==> config.mk <==
export PLATFORM = sky130hd
export DESIGN_NAME = fazy_rozrzadu_pasmowe
export DESIGN_NICKNAME = d
export VERILOG_FILES = /design/src/rtl/fazy_rozrzadu_pasmowe.sv
export SDC_FILE = /design/constraint.sdc
export NUM_CORES = 1
export LEC_CHECK = 0
export ABC_AREA = 1
export CELL_PAD_IN_SITES_DETAIL_PLACEMENT = 1
export CELL_PAD_IN_SITES_GLOBAL_PLACEMENT = 2
export CORE_MARGIN = 1
export CORE_UTILIZATION = 36
export DETAILED_ROUTE_END_ITERATION = 10
export PLACE_DENSITY = 0.92
export SLEW_MARGIN = 20
export SYNTH_ARGS = -nofsm -noshare
export SYNTH_HDL_FRONTEND = slang
export SYNTH_HIERARCHICAL = 1
export SYNTH_SLANG_ARGS = --single-unit
==> constraint.sdc <==
create_clock -name clk -period 7.4 [get_ports clk]
set_input_delay 0.74 -clock clk [delete_from_list [all_inputs] [get_ports clk]]
set_output_delay 0.74 -clock clk [all_outputs]
set_load 0.05 [all_outputs]
==> src/rtl/fazy_rozrzadu_pasmowe.sv <==
// Band-scheduled valve/injection/spark angle slewing with hysteretic rpm band select.
// Optional FAZY_TDC_SYNC_EN: band changes only on tdc pulses (once per engine cycle).
module fazy_slew_lane #(
    parameter int W = 10,
    parameter int STEP = 4,
    parameter logic [W-1:0] RST = '0
) (
    input  logic         clk,
    input  logic         rst_n,
    input  logic         tick,
    input  logic [W-1:0] tgt,
    output logic [W-1:0] cur,
    output logic         at_tgt
);
    localparam logic [W:0] FULL = (W+1)'(720);
    localparam logic [W:0] HALF = (W+1)'(360);
    localparam logic [W:0] STP  = (W+1)'(STEP);

    logic [W:0] c1, t1, d, r, mv, sum;
    logic [W-1:0] nxt;

    always_comb begin
        c1  = {1'b0, cur};
        t1  = {1'b0, tgt};
        d   = (t1 >= c1) ? t1 - c1 : t1 + FULL - c1;
        r   = FULL - d;
        mv  = '0;
        sum = '0;
        nxt = cur;
        if (tick && d != '0) begin
            // d == 360 is a tie and goes upward
            if (d <= HALF) begin
                mv  = (d < STP) ? d : STP;
                sum = c1 + mv;
                nxt = (sum >= FULL) ? W'(sum - FULL) : W'(sum);
            end else begin
                mv  = (r < STP) ? r : STP;
                nxt = (c1 >= mv) ? W'(c1 - mv) : W'(c1 + FULL - mv);
            end
        end
        at_tgt = (nxt == tgt);
    end

    always_ff @(posedge clk or negedge rst_n) begin
        if (!rst_n) cur <= RST;
        else        cur <= nxt;
    end
endmodule

module fazy_rozrzadu_pasmowe #(
    parameter int W = 10,
    parameter int RPM_W = 7,
    parameter int BANDS = 4,
    parameter int CH = 8,
    parameter logic [(BANDS-1)*RPM_W-1:0] BAND_TH = {7'd90, 7'd70, 7'd50},
    parameter int HYST = 2,
    parameter int STEP = 4
) (
    input  logic                         clk,
    input  logic                         rst_n,
    input  logic [RPM_W-1:0]             rpm,
    input  logic                         tick,
    input  logic                         tdc,
    input  logic                         cfg_we,
    input  logic [$clog2(BANDS*CH)-1:0]  cfg_addr,
    input  logic [W-1:0]                 cfg_data,
    output logic                         cfg_err,
    output logic [$clog2(BANDS)-1:0]     band,
    output logic [CH*W-1:0]              angle_out,
    output logic                         settled
);
    localparam int AW = $clog2(BANDS*CH);
    localparam int BW = $clog2(BANDS);
    localparam int N  = BANDS*CH;

    // Power-on calibration: band 0 row, and a shared row for all higher bands.
    function automatic logic [W-1:0] dflt(input int b, input int c);
        int r0 [8] = '{160, 406, 674, 190, 170, 250, 525, 545};
        int r1 [8] = '{140, 426, 654, 170, 150, 250, 515, 555};
        return (b == 0) ? W'(r0[c % 8]) : W'(r1[c % 8]);
    endfunction

    function automatic logic [RPM_W:0] th(input logic [BW-1:0] k);
        int i;
        i = (int'(k) < BANDS-1) ? int'(k) : BANDS-2;
        return {1'b0, BAND_TH[i*RPM_W +: RPM_W]};
    endfunction

    logic [W-1:0]        tbl [N];
    logic [CH-1:0][W-1:0] tgt, cur;
    logic [CH-1:0]       at;
    logic [BW-1:0]       band_d;
    logic [RPM_W:0]      rpm1;
    logic                eval, wr_ok;
    logic [AW:0]         addr1;

`ifdef FAZY_TDC_SYNC_EN
    assign eval = tdc;
`else
    logic unused_tdc;
    assign unused_tdc = tdc;
    assign eval = 1'b1;
`endif

    assign rpm1 = {1'b0, rpm};

    always_comb begin
        band_d = band;
        if (eval) begin
            if (int'(band) < BANDS-1 && rpm1 >= th(band) + (RPM_W+1)'(HYST))
                band_d = band + 1'b1;
            else if (band != '0 && rpm1 + (RPM_W+1)'(HYST) < th(band - 1'b1))
                band_d = band - 1'b1;
        end
    end

    assign addr1 = {1'b0, cfg_addr};
    assign wr_ok = (addr1 < (AW+1)'(N)) && (cfg_data <= W'(719));

    always_ff @(posedge clk or negedge rst_n) begin
        if (!rst_n) begin
            band    <= '0;
            cfg_err <= 1'b0;
            settled <= 1'b1;
            for (int i = 0; i < N; i++) tbl[i] <= dflt(i / CH, i % CH);
        end else begin
            band    <= band_d;
            cfg_err <= cfg_we && !wr_ok;
            settled <= &at;
            if (cfg_we && wr_ok) tbl[cfg_addr] <= cfg_data;
        end
    end

    for (genvar c = 0; c < CH; c++) begin : g_lane
        assign tgt[c] = tbl[int'(band)*CH + c];
        fazy_slew_lane #(.W(W), .STEP(STEP), .RST(dflt(0, c))) u_lane (
            .clk(clk), .rst_n(rst_n), .tick(tick),
            .tgt(tgt[c]), .cur(cur[c]), .at_tgt(at[c])
        );
        assign angle_out[c*W +: W] = cur[c];
    end
endmodule
**Yosys cells after proc, flatten, opt, wreduce, memory -nomap -nowiden**

Index checks and enable logic that the tools add are counted.

- Register bits: 404
- Latch bits: 0
- RAM bits: 0
- Memory bits (read-only): 0
- Input port bits: 27
- Output and inout port bits: 84
- Word-level logic and storage cells: 324
- Memories kept: 0

- $add $sub $neg: 83
- Multipliers: 2
- Div/mod/pow operators: 0
- $lt $le $gt $ge: 64
- Equal/unequal tests: 8
- Shift operators: 2
- Multiplexer cells: 87
- Bitwise operators: 9
- Reductions and logical operators: 26

Operators with widths:

| cell | number |
|---|---|
| 10-bit 2-to-1 mux | 49 |
| 10-bit binary-select mux with 5-bit select | 8 |
| 320-bit bitwise mux | 1 |
| 11-bit 2-to-1 mux | 24 |
| 32-bit by 6-bit >= comparator with 1-bit output (second input constant) | 8 |
| 6-bit inverter with 32-bit output | 7 |
| 11-bit by 3-bit < comparator with 1-bit output (second input constant) | 16 |
| 10-bit subtractor | 16 |
| 10-bit by 10-bit adder with 11-bit output (second input constant) | 8 |
| 10-bit by 11-bit adder with 11-bit output | 8 |
| 10-bit by 11-bit >= comparator with 1-bit output | 8 |
| 11-bit by 10-bit >= comparator with 1-bit output (second input constant) | 8 |
| 11-bit by 9-bit less-or-equal comparator with 1-bit output (second input constant) | 8 |
| 11-bit nonzero test | 8 |
| 10-bit by 10-bit subtractor with 11-bit output | 8 |
| 10-bit by 11-bit subtractor with 11-bit output (first input constant) | 8 |
| 11-bit by 10-bit subtractor with 11-bit output | 8 |
| 10-bit adder (second input constant) | 8 |
| 10-bit == test | 8 |
| 10-bit >= comparator | 8 |
| 10-bit subtractor (second input constant) | 8 |
| 10-bit demux with 5-bit select | 1 |
| 21-bit by 6-bit variable part select with 7-bit output (first input constant) | 2 |
| 5-bit inverter with 32-bit output | 1 |
| other kinds (20) | 44 |

**Logic depth before layout (Yosys ltp)**

Gate-level depths: netlist of run 1.

- Word-level depth: 17
- Gate-level depth with buffers: 55
- Gate-level depth less buffers: 52

**Hierarchy**

Netlist of run 1, hierarchy kept.

By module, submodules not included:

| module | instances | cells an instance | area an instance (um^2) | sequential area each (um^2) |
|---|---|---|---|---|
| fazy_rozrzadu_pasmowe | 1 | 1698 | 15297.2 | 8282.9 |
| fazy_slew_lane at g_lane[4].u_lane ... | 2 | 751 | 4331.7 | 255.2 |
| fazy_slew_lane at g_lane[0].u_lane | 1 | 778 | 4538.1 | 252.7 |
| fazy_slew_lane at g_lane[2].u_lane | 1 | 783 | 4483.0 | 255.2 |
| fazy_slew_lane at g_lane[7].u_lane | 1 | 776 | 4451.8 | 254.0 |
| fazy_slew_lane at g_lane[3].u_lane | 1 | 764 | 4411.7 | 257.7 |
| fazy_slew_lane at g_lane[5].u_lane | 1 | 751 | 4334.2 | 257.7 |
| fazy_slew_lane at g_lane[1].u_lane | 1 | 751 | 4332.9 | 256.5 |

**Worst setup path after synthesis of run 1**

No wires, ideal clock.

- Path type: reg-to-reg
- From: register band[1]
- To: register settled
- Library setup time: 0.067 ns
- Arrival time: 6.300 ns
- Data required time: 7.333 ns
- Slack: 1.033 ns
- Stages on the path, launching flop included: 43
- Path buffers: 4
- Period minus slack after synthesis: 6.367 ns
- Cells stage by stage: dfrtp_1 -> buf_2 -> inv_1 -> buf_2 -> clkbuf_1 -> o21ai_0 -> o22ai_1 -> ha_1 -> inv_1 -> fa_1 -> nand2_1 -> nand3_2 -> nand4_4 -> buf_6 -> nand2_1 -> nand2_1 -> inv_1 -> nand3_1 -> (+7 left out) -> fa_1 -> nand3_1 -> nand2_1 -> a21oi_1 -> o21ai_0 -> xor2_1 -> nand2_1 -> nand2_1 -> nand3_1 -> nand3_2 -> nand2_2 -> nand2_1 -> nand2_1 -> nor2_1 -> nand3_1 -> nor2_1 -> nand4_1 -> nor2_1

RTL lines:

| item | line | RTL |
|---|---|---|
| from (decl) | 68 | `output logic [$clog2(BANDS)-1:0] band,` |
| from (signal assigned) | 127 | `band <= band_d;` |
| to (signal assigned) | 129 | `settled <= &at;` |
| to (decl) | 70 | `output logic settled` |

==> impl_metrics.ini, run 1 <==
[run_status]
status = finished clean

[setup_path]
crit_path_end_kind = flip-flop
critPathCapture = settled
cp.arrival_ps = 7580
rrSetupSlack_ps = 360
cp_top_family = simple AND/OR/NAND/NOR gates
worstReg2RegEnd = settled
worstSetupPathType = flip-flop to flip-flop
reg2regPathDepth = 45
worst_path_max_delay_cell = dfrtp_4
startpoint_type = flip-flop
cp.depth = 45
worstPathRequired_ps = 7940
crit_path_frequent_cell = nand2_1
crit_buf_inv = 10
r2r_start = band[0]
worstPathMaxFanout = 14
crit_start = band[0]
max_stage_delay_ps = 490

[synthesis]
ys_types = 62
synth_warnings = 6
async_flop_share = 1.000
synth-seq-cells = 404
seq_area_frac_synth = 0.2045
synth_flop_cell = dfrtp_1
synth_edf_count = 0
syn_area_per_cell_um2 = 6.473
synthCells = 7803
syn_area_mm2 = 0.05051

[route]
avgViaCountPerCell = 5.131
finalWirelength_mm = 173.3
dr_total_vias = 51488
drc = 0
ant_nets = 0
wl_per_cell_um = 17.27
drtIter0Drc = 2578
drtPass1Iterations = 7

[final_layout]
drive_gt1_frac = 0.1369
area.growth.synth_to_final_pct = 14.81
final_core_util = 0.4161
nets = 8733

[job]
cap_violations = 0

[timing]
max_freq_mhz = 142.1
finalSetupViolCount = 0
finalCritPeriodShare = 0.9509
finalHoldViolCount = 0
slew-limit-headroom = 0.3267
slew_viol_final = 0
setup_slack_ps = 363.4
fin_crit_ps = 7037
worst_pin_slew_ps = 1010
fin_skew_ps = 29.14
fin_setup_tns_ps = 0

[clock_network]
clockBufferDepth = 3
cts.sinks = 404
insertion_delay_ps = 630
cts.hold.buffers_added = 0
clk_pin_slew_worst_paths_ps = 70
cts-htree-levels = 2
numCtsBuffers = 50
cts_root_buf = clkbuf_16
cts_tree = yes

[grt]
antenna_found_initial = 7
grt_overflow = 0
groute.usage.overall = 0.2342
grt_max_degree = 166
grt_pass1_wl_mm = 273.8
grt_pass1_vias = 52684

[floorplan]
die_h_um = 376.6
dieArea_mm2 = 0.1418
io-pin-count = 111
num_rows = 137
die_w_um = 376.6
start_util = 0.3625
core_mm2 = 0.1394

[hold_path]
hold_class = input port to asynchronous set/reset pin

[placement]
gp_congestion = 0.8987
dp_worst_setup_slack_ps = -248.1
io_buffer_count = 109
dp_hpwl_mm = 133.2
==> layout by cell type (no fill, tap or decap), types with 51 or more instances in the layout <==
master / instances
a21oi_1: 143
buf_4: 168
clkbuf_16: 57
clkdlybuf4s50_1: 107
conb_1: 160
dfrtp_1: 228
dfstp_2: 174
fa_1: 70
ha_1: 428
inv_1: 1019
inv_2: 64
nand2_1: 2542
nand2_2: 136
nand3_1: 690
nand3_2: 87
nand3b_1: 51
nand4_1: 96
nor2_1: 569
nor2_2: 61
o21ai_0: 243
o21ai_1: 327
o22ai_2: 60
xnor2_1: 65
xor2_1: 124
==> area by class of cell <==
class / instances / area [um^2]
fill: 18270 / 81370
multi-input combinational: 6268 / 36560
sequential: 404 / 10330
inverter: 1088 / 4110
timing repair buffer: 307 / 2978
tap: 1876 / 2347
clock buffer: 69 / 1383
clock inverter: 21 / 277.8
antenna: 2 / 5.005
==> worst min-delay path by stage <==
stage / from / endpoint / slack [ps]
2_1_floorplan: rst_n / band[0] / 440
3_3_place_gp: tbl[112] / tbl[112] / 460
3_5_place_dp: tbl[226] / tbl[226] / 460
4_1_cts: rst_n / band[0] / 240
5_1_grt: rst_n / band[0] / 270
6_report: rst_n / band[0] / 200
==> stage by stage <==
step           hold slack, ps  std cells  area, um^2
2_1_floorplan           444.4       7947       51050
3_3_place_gp            458.8       9888       54330
3_5_place_dp            463.1       9888       54330
4_1_cts                 237.4       9982       56130
5_1_grt                 268.7      10033       57990
6_report                203.2      10035       57990
==> layer usage <==
metal	GRT usage	vias to the layer above	wire length, um
li1	-	25432	-
met1	0.3055	25182	79600
met2	0.4189	661	85250
met3	0.01627	205	4695
met4	0.05239	8	3734
met5	0	-	48
==> synthesized netlist by cell type, drive strengths merged, types with 20 or more instances <==
cell type,number,area (um^2)
xor2,125,1095
xnor2,66,578.1
a21oi,159,874.6
a31oi,24,165.2
nand3b,51,382.9
nand3,789,4442
nor2,659,2745
buf,109,1106
o21ai,593,3047
dfrtp,230,5756
nand2,2725,10860
nor3,28,161.4
clkbuf,78,292.8
o22ai,80,500.5
a21o,20,150.1
ha,483,6043
fa,104,2082
inv,1086,4084
dfstp,174,4572
nand4,104,770.7
==> sequential cells by signal, summed over array words and instances, names as in the netlist <==
signal / cells
tbl: 320
g_lane.u_lane/cur: 80
band: 2
cfg_err: 1
settled: 1
==> cells by family (layout without fill, tap and decap cells) <==
group           Yosys count  in the layout  synth area share
simple gates           4378           4378            0.3860
buf+inv                1275           1485            0.1087
compound gates          952            952            0.1057
fa+ha+maj               587            587            0.1609
flops                   404            404            0.2045
xor+xnor                191            191           0.03312
other cells              16            162          0.001189
==> repair_timing <==
action | 4_1_cts | 5_1_grt
buffers inserted | 3 | 44
pin swaps | 2 | 61
setup endpoints to repair | 1 | 1
cloned | 1 | 7
gates resized for setup | 16 | 319
Power of run 1 is not shown: default switching activity piles up to over one toggle a cycle in this logic, so the estimate is an artifact.
==> inputs of run 2 (changes only) <==
--- a/config.mk
+++ b/config.mk
@@ -12,7 +12,6 @@
 export CORE_UTILIZATION = 36
 export DETAILED_ROUTE_END_ITERATION = 10
 export PLACE_DENSITY = 0.92
-export SLEW_MARGIN = 20
 export SYNTH_ARGS = -nofsm -noshare
 export SYNTH_HDL_FRONTEND = slang
 export SYNTH_HIERARCHICAL = 1
==> results of run 2 <==
Same layout as run 1: the final DEF is identical, and so are final timing and power.
Power of run 2 is left out for the same reason.
